==> config.mk <==
export PLATFORM = sky130hd
export DESIGN_NAME = ppu_sprite_line_engine
export DESIGN_NICKNAME = d
export VERILOG_FILES = /design/src/rtl/ppu_sprite_line_engine.sv
export SDC_FILE = /design/constraint.sdc
export NUM_CORES = 1
export LEC_CHECK = 0
export ABC_AREA = 1
export BUFFER_PORTS_ARGS = -buffer_cell sky130_fd_sc_hd__buf_2
export CAP_MARGIN = 20
export CORE_MARGIN = 4
export CORE_UTILIZATION = 56
export CTS_CLUSTER_DIAMETER = 100
export DETAILED_ROUTE_END_ITERATION = 8
export HOLD_SLACK_MARGIN = 0.08
export PLACE_DENSITY = 0.74
export SLEW_MARGIN = 0
export SYNTH_ARGS = -nofsm -noshare
export SYNTH_HDL_FRONTEND = slang
export SYNTH_SLANG_ARGS = --single-unit
==> constraint.sdc <==
create_clock -name clk -period 5.41 [get_ports clk]
set_input_delay 0.8115 -clock clk [delete_from_list [all_inputs] [get_ports clk]]
set_output_delay 0.8115 -clock clk [all_outputs]
set_load 0.005 [all_outputs]
==> src/rtl/ppu_sprite_line_engine.sv <==
// Per-scanline sprite engine: scans OAM for sprites on a line, fetches one
// graphics row per selected sprite, then serves a palette index per pixel.
module ppu_sprite_line_engine #(
  parameter int NUM_SPRITES  = 32,
  parameter int MAX_PER_LINE = 8,
  parameter int SPRITE_W     = 16,
  parameter int SPRITE_H     = 16,
  parameter int BPP          = 2,
  parameter int GFX_AW       = 11
) (
  input  logic              clk,
  input  logic              reset,
  input  logic              start_line,
  input  logic [9:0]        line_y,
  output logic              busy,
  output logic              done,
  output logic              overflow,
  output logic [7:0]        oam_addr,
  input  logic [31:0]       oam_data,
  output logic [GFX_AW-1:0] gfx_addr,
  input  logic [31:0]       gfx_data,
  input  logic [9:0]        px,
  output logic [BPP-1:0]    pix_index,
  output logic [1:0]        pix_palette
);

  localparam int ROW_W  = (SPRITE_H > 1) ? $clog2(SPRITE_H) : 1;
  localparam int COL_W  = (SPRITE_W > 1) ? $clog2(SPRITE_W) : 1;
  localparam int SLOT_W = (MAX_PER_LINE > 1) ? $clog2(MAX_PER_LINE) : 1;
  localparam logic [8:0] NUM_S9 = 9'(NUM_SPRITES);
  localparam logic [8:0] MAX_S9 = 9'(MAX_PER_LINE);
  localparam logic [9:0] H10    = 10'(SPRITE_H);
  localparam logic [9:0] W10    = 10'(SPRITE_W);

  typedef enum logic [1:0] {IDLE, SCAN, FETCH, READY} state_t;

  state_t state_reg, state_next;

  logic [9:0]        line_y_reg;
  logic [8:0]        cnt_reg;      // cycle index inside SCAN / FETCH
  logic [8:0]        count_reg;    // number of filled slots
  logic              overflow_reg;
  logic              done_reg;
  logic [7:0]        oam_addr_reg;
  logic [GFX_AW-1:0] gfx_addr_reg;
  logic [BPP-1:0]    pix_index_reg;
  logic [1:0]        pix_palette_reg;

  logic [9:0]       slot_x_reg    [MAX_PER_LINE];
  logic [5:0]       slot_tile_reg [MAX_PER_LINE];
  logic [1:0]       slot_pal_reg  [MAX_PER_LINE];
  logic             slot_flip_reg [MAX_PER_LINE];
  logic [ROW_W-1:0] slot_row_reg  [MAX_PER_LINE];
  logic [31:0]      slot_gfx_reg  [MAX_PER_LINE];

  // Decode of the OAM word returned for the previous scan address
  logic [9:0]       word_diff;
  logic             word_hit;
  logic [ROW_W-1:0] word_row;
  assign word_diff = line_y_reg - {1'b0, oam_data[18:10]};
  assign word_hit  = oam_data[28] && (word_diff < H10);
  assign word_row  = word_diff[ROW_W-1:0];

  logic [8:0]        cnt_m1, cnt_p1;
  logic [SLOT_W-1:0] cap_slot, next_slot, fill_slot;
  assign cnt_m1    = cnt_reg - 9'd1;
  assign cnt_p1    = cnt_reg + 9'd1;
  assign cap_slot  = cnt_m1[SLOT_W-1:0];
  assign next_slot = cnt_p1[SLOT_W-1:0];
  assign fill_slot = count_reg[SLOT_W-1:0];

  function automatic logic [GFX_AW-1:0] gfx_of(input logic [5:0] tile, input logic [ROW_W-1:0] row);
    logic [31:0] a;
    a = 32'(tile) * 32'(SPRITE_H) + 32'(row);
    return a[GFX_AW-1:0];
  endfunction

  // Horizontally mirrored copy of the incoming graphics word
  logic [31:0] gfx_flipped;
  for (genvar gi = 0; gi < SPRITE_W; gi++) begin : g_flip
    assign gfx_flipped[gi*BPP +: BPP] = gfx_data[(SPRITE_W-1-gi)*BPP +: BPP];
  end

  // Per-slot coverage and pixel lookup for the current px
  logic [MAX_PER_LINE-1:0] slot_cover;
  logic [BPP-1:0]          slot_pix [MAX_PER_LINE];
  for (genvar gi = 0; gi < MAX_PER_LINE; gi++) begin : g_slot
    logic [9:0]  d;
    logic [31:0] shifted;
    assign d              = px - slot_x_reg[gi];
    assign shifted        = slot_gfx_reg[gi] >> (32'(d[COL_W-1:0]) * 32'(BPP));
    assign slot_pix[gi]   = shifted[BPP-1:0];
    assign slot_cover[gi] = (9'(gi) < count_reg) && (d < W10) && (slot_pix[gi] != '0);
  end

  // Lowest-numbered opaque covering slot wins
  logic [BPP-1:0] win_index;
  logic [1:0]     win_palette;
  always_comb begin
    win_index   = '0;
    win_palette = '0;
    for (int i = MAX_PER_LINE - 1; i >= 0; i--) begin
      if (slot_cover[i]) begin
        win_index   = slot_pix[i];
        win_palette = slot_pal_reg[i];
      end
    end
  end

  // State register
  always_ff @(posedge clk) begin
    if (reset) state_reg <= IDLE;
    else       state_reg <= state_next;
  end

  // Next-state logic; a start request restarts from any state
  always_comb begin
    state_next = state_reg;
    if (start_line) begin
      state_next = SCAN;
    end else begin
      case (state_reg)
        SCAN:    if (cnt_reg == NUM_S9)    state_next = FETCH;
        FETCH:   if (cnt_reg == count_reg) state_next = READY;
        default: state_next = state_reg;
      endcase
    end
  end

  // Scan, fetch and pixel datapath
  always_ff @(posedge clk) begin
    if (reset) begin
      line_y_reg      <= '0;
      cnt_reg         <= '0;
      count_reg       <= '0;
      overflow_reg    <= 1'b0;
      done_reg        <= 1'b0;
      oam_addr_reg    <= '0;
      gfx_addr_reg    <= '0;
      pix_index_reg   <= '0;
      pix_palette_reg <= '0;
    end else begin
      done_reg        <= 1'b0;
      pix_index_reg   <= '0;
      pix_palette_reg <= '0;
      if (start_line) begin
        line_y_reg   <= line_y;
        cnt_reg      <= '0;
        count_reg    <= '0;
        overflow_reg <= 1'b0;
        oam_addr_reg <= '0;
      end else begin
        case (state_reg)
          SCAN: begin
            if (cnt_reg != 9'd0 && word_hit) begin
              if (count_reg < MAX_S9) begin
                slot_x_reg[fill_slot]    <= oam_data[9:0];
                slot_tile_reg[fill_slot] <= oam_data[24:19];
                slot_pal_reg[fill_slot]  <= oam_data[26:25];
                slot_flip_reg[fill_slot] <= oam_data[27];
                slot_row_reg[fill_slot]  <= word_row;
                count_reg                <= count_reg + 9'd1;
              end else begin
                overflow_reg <= 1'b1;
              end
            end
            if (cnt_reg == NUM_S9) begin
              cnt_reg <= '0;
              // Slot 0 may be the word being stored on this very edge
              if (count_reg != 9'd0)
                gfx_addr_reg <= gfx_of(slot_tile_reg[0], slot_row_reg[0]);
              else if (word_hit)
                gfx_addr_reg <= gfx_of(oam_data[24:19], word_row);
            end else begin
              cnt_reg <= cnt_p1;
              if (cnt_p1 < NUM_S9) oam_addr_reg <= cnt_p1[7:0];
            end
          end
          FETCH: begin
            if (cnt_reg != 9'd0)
              slot_gfx_reg[cap_slot] <= slot_flip_reg[cap_slot] ? gfx_flipped : gfx_data;
            if (cnt_reg == count_reg) begin
              cnt_reg  <= '0;
              done_reg <= 1'b1;
            end else begin
              cnt_reg <= cnt_p1;
              if (cnt_p1 < count_reg)
                gfx_addr_reg <= gfx_of(slot_tile_reg[next_slot], slot_row_reg[next_slot]);
            end
          end
          READY: begin
            pix_index_reg   <= win_index;
            pix_palette_reg <= win_palette;
          end
          default: ;
        endcase
      end
    end
  end

  assign busy        = (state_reg == SCAN) || (state_reg == FETCH);
  assign done        = done_reg;
  assign overflow    = overflow_reg;
  assign oam_addr    = oam_addr_reg;
  assign gfx_addr    = gfx_addr_reg;
  assign pix_index   = pix_index_reg;
  assign pix_palette = pix_palette_reg;

endmodule

# Word-level counts from Yosys, hierarchy flattened
# Memories as Yosys holds them, arrays and structs flattened.
# Index checks and enable logic that the tools add are counted.
word_totals:
  wordCells: 159
  in_bits: 87
  n_memories: 6
  output_inout_bits: 26
  register_bits: 55
  ramBits: 440
memory_table:
  columns: ["memory", "words", "width", "read_ports", "rd_clocked_by_memory_dff", "write_ports", "line_no", "rtl"]
  rows:
  - ["slot_gfx_reg", 8, 32, 8, 0, 1, "54", "logic [31:0] slot_gfx_reg [MAX_PER_LINE];"]
  - ["slot_x_reg", 8, 10, 8, 0, 1, "49", "logic [9:0] slot_x_reg [MAX_PER_LINE];"]
  - ["slot_tile_reg", 8, 6, 2, 0, 1, "50", "logic [5:0] slot_tile_reg [MAX_PER_LINE];"]
  - ["slot_row_reg", 8, 4, 2, 0, 1, "53", "logic [ROW_W-1:0] slot_row_reg [MAX_PER_LINE];"]
  - ["slot_pal_reg", 8, 2, 8, 0, 1, "51", "logic [1:0] slot_pal_reg [MAX_PER_LINE];"]
  - ["slot_flip_reg", 8, 1, 1, 0, 1, "52", "logic slot_flip_reg [MAX_PER_LINE];"]
op_classes:
  add_sub_neg: 15
  reduce_logical: 40
  bitwise_logic: 5
  mux: 42
  shift: 8
  n_lt_le_gt_ge: 20
  eq_ne: 12
op_table:
  columns: ["op", "count"]
  rows:
  - ["right shift 32 x 5 -> 2 bit", 8]
  - ["< comparator 10 x 5 -> 1 bit (second input constant)", 9]
  - ["subtractor 10 bit", 8]
  - ["two-way mux 11 bit", 5]
  - ["< comparator 3 x 9 -> 1 bit (first input constant)", 4]
  - ["two-way mux 2 bit", 18]
  - ["adder 10 x 4 -> 11 bit", 3]
  - ["two-way mux 32 bit", 1]
  - ["case mux 11 bit (2 select lines)", 1]
  - ["adder 9 x 1 -> 9 bit (second input constant)", 2]
  - ["logical AND 1 bit", 18]
  - ["< comparator 1 x 9 -> 1 bit (first input constant)", 2]
  - ["< comparator 2 x 9 -> 1 bit (first input constant)", 2]
  - ["two-way mux 9 bit", 2]
  - ["case mux 9 bit (2 select lines)", 1]
  - ["nonzero test 2 bit", 9]
  - ["nonzero test 9 bit", 2]
  - ["AND reduction 3 bit", 5]
  - ["two-way mux 1 bit", 13]
  - ["subtractor 10 x 9 -> 10 bit", 1]
  - ["== test 9 x 6 -> 1 bit (second input constant)", 1]
  - ["== test 9 bit", 1]
  - ["< comparator 9 x 4 -> 1 bit (second input constant)", 1]
  - ["< comparator 9 x 6 -> 1 bit (second input constant)", 1]
  - ["other kinds (13)", 24]

# Depth between registers and ports, before layout
# Gate-level depths: netlist of the first run.
# An unclocked memory read counts as a cell.
depth:
  word_depth: 13
  depth_mapped: 23
  depth_no_buf: 22

# Worst setup path after synthesis of the first run
# OpenSTA, ideal clock, no wires.
synth_path:
  path_kind: "register to register"
  from: "reg cnt_reg[0]"
  to: "mem slot_gfx_reg[6][0] (enable)"
  path_slack_ns: 0.001
  path_stages_with_launch: 8
  arrival_ns: 4.907
  n_path_buf: 4
  period_less_slack_ns: 5.409
  setup_time_ns: 0.502
  t_required_ns: 4.908
  cell_sequence: "dfxtp_1 > inv_1 > clkbuf_1 > clkbuf_1 > ha_1 > clkbuf_1 > clkbuf_1 > nor4_1"
synth_between:
  word_cells_on_any_way: 7
  cone_classes: "add/sub: 1; mux: 5; reduce/logical: 1"
synth_rtl:
  columns: ["item", "line_no", "rtl"]
  rows:
  - ["start: declaration", "40", "logic [8:0] cnt_reg;"]
  - ["start signal: assignment", "175", "cnt_reg <= cnt_p1;"]
  - ["start signal: assignment", "186", "cnt_reg <= cnt_p1;"]
  - ["subtractor 3 x 1 -> 3 bit", "66", "assign cnt_m1 = cnt_reg - 9'd1;"]
  - ["net cnt_m1[0]", "64", "logic [8:0] cnt_m1, cnt_p1;"]
  - ["end: declaration", "54", null]
# The timed path passes the listed nets, and every way through them passes these cells.

# Worst setup path after layout of the first run
layout_path:
  from: "reg cnt_reg[1]"
  to: "mem slot_gfx_reg[0][26], data pin"
layout_between:
  elab_chain_cells: 3
layout_lines:
  columns: ["item", "line_no", "rtl"]
  rows:
  - ["subtractor 3 x 1 -> 3 bit", "66", null]
  - ["memory read (8 x 1 bit)", null, null]
  - ["two-way mux 32 bit", "181", "slot_gfx_reg[cap_slot] <= slot_flip_reg[cap_slot] ? gfx_flipped : gfx_data;"]
# Every way passes these cells.

==> results.yml, run 1 <==
global_route:
  gr-usage-all-layers: 0.271
  total_gr_overflow: 0
  grt_antenna_before_repair: 2
  pin_count_of_the_biggest_net_entering_global_routing: 53
  grt_pass1_wl_um: 98200
  grt_pass1_vias: 17900
clock_tree:
  post-cts-setup-buffers: 0
  clock_sinks: 494
  clkLatencyLatePin_ns: 0.60
  ctsLongestPathBuffers: 3
  cts_hold_buffers: 0
  htree_num_levels: 2
  cts-buffers-inserted: 50
  clk_pin_slew_worst_paths_ns: 0.06
  clock_tree_from_tritoncts: "built"
  postCtsResizedCells: 0
  cts-root-buf: "clkbuf_16"
timing:
  hold_viol: 0
  final_max_slew_viol_count: 0
  setup_viol_count_final: 0
  worst_slew_margin_rel: 0.206
  rsz_0062_raised_after_global_routing: "no"
  timing_worst_slew_pin_value_ns: 1.18
  post-route-period-util: 0.735
  maxClockFrequency_ghz: 0.251
  layout_min_cycle_time_ns: 3.98
  accumulated_negative_setup_slack_ns: 0
  setup_ws_ns: 1.43
  clock_skew_ns: 0.0268
finish:
  largest_register_ff_count: 256
  num-fill-cells: 3366
  ant_cells: 0
  final_cell_mix: "edfxtp_1 (440), nand2_1 (414), nor2_1 (384)"
  layout.cells.most_common: "edfxtp_1"
  area_growth_pct: 12.2
  drive_gt1_frac: 0.114
  nNetsFinal: 2824
synth:
  postSynthRegisterBits: 494
  synthArstFlopShare: 0
  synth_enable_flop_cells: 440
  avgSynthCellArea_um2: 9.85
  synthesized_nets: 2682
  synth_sequential_area_ratio: 0.583
  yosysUniqueCellTypes: 59
  postSynthCellCount: 2488
  synth-warning-count: 0
  mappedNetlistArea_um2: 24500
  ys_dominant_reg_cell: "edfxtp_1"
worst_hold_path:
  hold_path_depth: 2
  worst_hold_path_type: "in2reg"
route:
  total_number_of_vias: 18600
  drtIter0Drc: 1861
  ant_nets: 0
  via_per_inst: 5.72
  wl_um: 65000
  wl_per_cell_um: 20.0
  dr.pass1.iters: 8
  remaining_routing_drc_violations: 0
placement:
  gp_congestion: 0.920
  detailed_place_hpwl_um: 42800
  io_buffer_count: 108
  dpl_worst_slack_ns: 1.02
floorplanning:
  initial_core_util: 0.568
  floorplan.die.height_um: 217
  core_area_um2: 43200
  top_level_pins: 113
  rows: 76
  chipWidth_um: 217
  die_area_um2: 47200
setup_path:
  register_to_register_path_depth: 10
  required_ns: 5.64
  worstPathMaxFanout: 46
  setup.worst_path.end_class: "flip-flop"
  data_arrival_critical_path_ns: 4.20
  worst_setup_path_start_kind: "flip-flop"
  critical-path-max-stage-delay_ns: 0.93
  crit_path_cell_trace: "inv_1 -> ha_1 -> buf_4 -> inv_1 -> buf_4 -> a21oi_1 -> o21ai_0 -> nand2_2 -> nor2_1 -> a21oi_1"
  critical_path_class: "reg2reg"
  critical_path.slowest_cell: "a21oi_1"
status:
  outcome: "finished, final reports clean"
job:
  cap_viol_max_count: 0
power_and_ir_drop:
  ir_worst_vdd_uv: 275
  power.density_nw_per_um2: 325
  static-leakage-power_uw: 0.0112
synth_stat cells (all sizes together) (6+ instances only):
cell,instances,area [µm²]
nor2,398,1510
fa,9,180
inv,282,1060
o32ai,16,140
o22ai,6,37.5
nand3,130,651
xor2,44,400
nand3b,13,97.6
nand2,418,1580
ha,98,1230
a21oi,110,569
clkbuf,39,148
or2,6,37.5
o21ai,251,1260
buf,34,263
nor4,7,43.8
clkinv,7,26.3
o221ai,19,166
edfxtp,440,13200
o21bai,7,56.3
nand4,34,262
nor3,21,126
dfxtp,54,1080
xnor2,14,130
routing by layer:
metal | track usage | vias up | wire (µm)
met5 | 0 | - | 13
met4 | 0.0975 | 2 | 2260
met3 | 0.0462 | 135 | 5770
met2 | 0.456 | 836 | 31300
met1 | 0.359 | 8843 | 25700
li1 | - | 8795 | -
final timing paths:
kind,start,endpoint,slack [ns]
max,cnt_reg[1],slot_gfx_reg[0][26],1.43
min,reset,state_reg[0],0.40
max reg2reg,cnt_reg[1],slot_gfx_reg[0][26],1.43
min reg2reg,oam_addr[7],oam_addr[7],0.47
cells by family after synthesis:
kind of cell,Yosys count,share of synthesized area
buf+inv,362,0.0611
mux,4,0.00174
xor+xnor,58,0.0216
flops,494,0.583
other cells,1,0.000153
fa+ha+maj,107,0.0574
compound gates,432,0.0986
simple gates,1030,0.176
critical path, delay by kind of cell (launching register included):
kind | cells | cell delay, ns
flops | 1 | 0.37
buf+inv | 4 | 1.00
simple gates | 2 | 0.70
fa+ha+maj | 1 | 0.30
compound gates | 3 | 1.20
final cells by class:
class / count / area [µm²] / area share
well taps: 585 / 732 / 0.0266
clock buffers: 63 / 1360 / 0.0495
multi-input cells: 1632 / 8790 / 0.320
clock inverters: 28 / 282 / 0.0102
inverters: 289 / 1090 / 0.0395
flip-flops and latches: 494 / 14300 / 0.520
repair buffers: 163 / 957 / 0.0348
power breakdown:
part	internal (µW)	switching (µW)
sequential	4270	12.9
clock	1980	1470
combinational	338	854
total	6600	2330
metrics by stage:
step	std cells	area (µm²)	total power, µW	hold WS [ns]	utilization
2_1_floorplan	2488	24500	5010	0.437	-
3_3_place_gp	3160	25800	5500	0.441	0.598
3_5_place_dp	3162	25800	5530	0.456	0.599
4_1_cts	3253	27500	8940	0.370	0.637
5_1_grt	3254	27500	9250	0.390	0.637
6_report	3254	27500	8930	0.404	0.637
(Power assumes the default switching activity.)
==> inputs of run 2 (changes only) <==
--- a/config.mk
+++ b/config.mk
@@ -9,11 +9,11 @@
 export BUFFER_PORTS_ARGS = -buffer_cell sky130_fd_sc_hd__buf_2
 export CAP_MARGIN = 20
 export CORE_MARGIN = 4
-export CORE_UTILIZATION = 56
+export CORE_UTILIZATION = 60
 export CTS_CLUSTER_DIAMETER = 100
 export DETAILED_ROUTE_END_ITERATION = 8
 export HOLD_SLACK_MARGIN = 0.08
-export PLACE_DENSITY = 0.74
+export PLACE_DENSITY = 0.75
 export SLEW_MARGIN = 0
 export SYNTH_ARGS = -nofsm -noshare
 export SYNTH_HDL_FRONTEND = slang
==> constraint.sdc (replaced) <==
create_clock -name clk -period 3.8 [get_ports clk]
set_input_delay 0.57 -clock clk [delete_from_list [all_inputs] [get_ports clk]]
set_output_delay 0.57 -clock clk [all_outputs]
set_load 0.005 [all_outputs]
==> run 2 against run 1 <==
Clock power up 42%. Largest cell class unchanged. Register-to-register slack worse by 0.96 ns. Die area down 6.4%. Clock skew down 0.0052 ns. Count of clock-buffer cells in the layout down 2. Final area up 0.78%. Power up 42%. Core utilization up 5.4 points.
==> results.yml, run 2 (same netlist as run 1, synthesis figures left out) <==
finish:
  ant_cells: 0
  nNetsFinal: 2851
  largest_register_ff_count: 256
  layout.cells.most_common: "edfxtp_1"
  area_growth_pct: 13.1
  drive_gt1_frac: 0.123
  final_cell_mix: "edfxtp_1 (440), nand2_1 (414), nor2_1 (384)"
  postLayoutCoreUtil: 0.691
placement:
  gp_congestion: 0.939
  dpl_worst_slack_ns: 0.0730
  io_buffer_count: 108
  detailed_place_hpwl_um: 43500
clock_tree:
  clk_pin_slew_worst_paths_ns: 0.06
  clock_tree_from_tritoncts: "built"
  post-cts-setup-buffers: 0
  ctsLongestPathBuffers: 3
  postCtsResizedCells: 0
  clkLatencyLatePin_ns: 0.59
  clock_sinks: 494
  htree_num_levels: 2
  cts-root-buf: "clkbuf_16"
  cts_hold_buffers: 0
  cts-buffers-inserted: 49
power_and_ir_drop:
  totalPowerFinal_uw: 12700
  ir_worst_vdd_uv: 579
  static-leakage-power_uw: 0.0114
  power.density_nw_per_um2: 458
timing:
  worst_slew_margin_rel: 0.226
  accumulated_negative_setup_slack_ns: 0
  layout_min_cycle_time_ns: 3.32
  rsz_0062_raised_after_global_routing: "no"
  final_max_slew_viol_count: 0
  hold_viol: 0
  clock_skew_ns: 0.0216
  timing_worst_slew_pin_value_ns: 1.16
  setup_ws_ns: 0.477
  maxClockFrequency_ghz: 0.301
  setup_viol_count_final: 0
  post-route-period-util: 0.874
worst_hold_path:
  worst_hold_path_type: "in2reg"
global_route:
  grt_pass1_vias: 18400
  pin_count_of_the_biggest_net_entering_global_routing: 52
  met2_usage: 0.483
  total_gr_overflow: 0
  grt_use_met1: 0.372
  top_usage_layer: "met2"
  grt_pass1_wl_um: 99300
  gr-usage-all-layers: 0.290
  grt_antenna_before_repair: 2
  global_route.usage.met3: 0.0485
route:
  wl_um: 64600
  total_number_of_vias: 18700
  via_per_inst: 5.82
  drtIter0Drc: 1950
  dr.pass1.iters: 6
  ant_nets: 0
  remaining_routing_drc_violations: 0
  wl_per_cell_um: 20.1
status:
  outcome: "finished, final reports clean"
job:
  cap_viol_max_count: 0
setup_path:
  data_arrival_critical_path_ns: 3.54
  critical_path_class: "reg2reg"
  worstPathMaxFanout: 50
  setup.worst_path.end_class: "flip-flop"
  worst_setup_path_start_kind: "flip-flop"
  required_ns: 4.01
floorplanning:
  floorplan.die.height_um: 210
  core_area_um2: 40100
  initial_core_util: 0.611
  rows: 73
  die_area_um2: 44100
  top_level_pins: 113
  chipWidth_um: 210
==> run 2: worst paths after layout <==
kind | slack, ns | depth (start not counted) | startpoint | to
setup / recovery | 0.48 | 8 | cnt_reg[0] | slot_gfx_reg[7][21]
hold / removal | 0.18 | 2 | reset | state_reg[0]
setup reg to reg | 0.48 | 8 | cnt_reg[0] | slot_gfx_reg[7][21]
hold reg to reg | 0.46 | 2 | oam_addr[7] | oam_addr[7]
==> run 2: per-layer routing <==
layer | part of all wire | wire, µm | up-vias
met5 | 0.00020 | 13 | -
met4 | 0.053 | 3430 | 2
met3 | 0.083 | 5340 | 199
met2 | 0.48 | 31000 | 879
met1 | 0.38 | 24900 | 8819
li1 | - | - | 8850
==> run 2: where the power goes <==
group	leakage, µW	switching (µW)	internal [µW]
Combinational	0.00618	1200	499
Sequential	0.00439	18.4	6090
Clock	0.000794	2040	2860
==> run 2: area by class of cell <==
| type | count | area [µm²] |
|---|---|---|
| clock buffers | 61 | 1310 |
| clock inverters | 29 | 308 |
| fillers | 2939 | 12400 |
| inverters | 289 | 1090 |
| multi-input cells | 1632 | 8830 |
| flip-flops and latches | 494 | 14300 |
| well taps | 525 | 657 |
| repair buffers | 191 | 1230 |
==> run 2: per-stage QoR <==
stage	cells	hold slack [ns]	area, µm²
after floorplan	2488	0.437	24600
after global placement	3130	0.438	26100
after detailed placement	3130	0.446	26100
after CTS	3220	0.152	27700
after global routing	3221	0.159	27700
final	3221	0.179	27700
==> run 2: worst max-delay path, cell delays in order (launching register included) <==
cell and delay (ns):
dfxtp_2 0.34, inv_1 0.10, buf_4 0.47, ha_1 0.29
xnor2_2 0.15, o21ai_0 0.14, nand2_2 0.46, nor2_1 0.08
a21oi_1 0.90
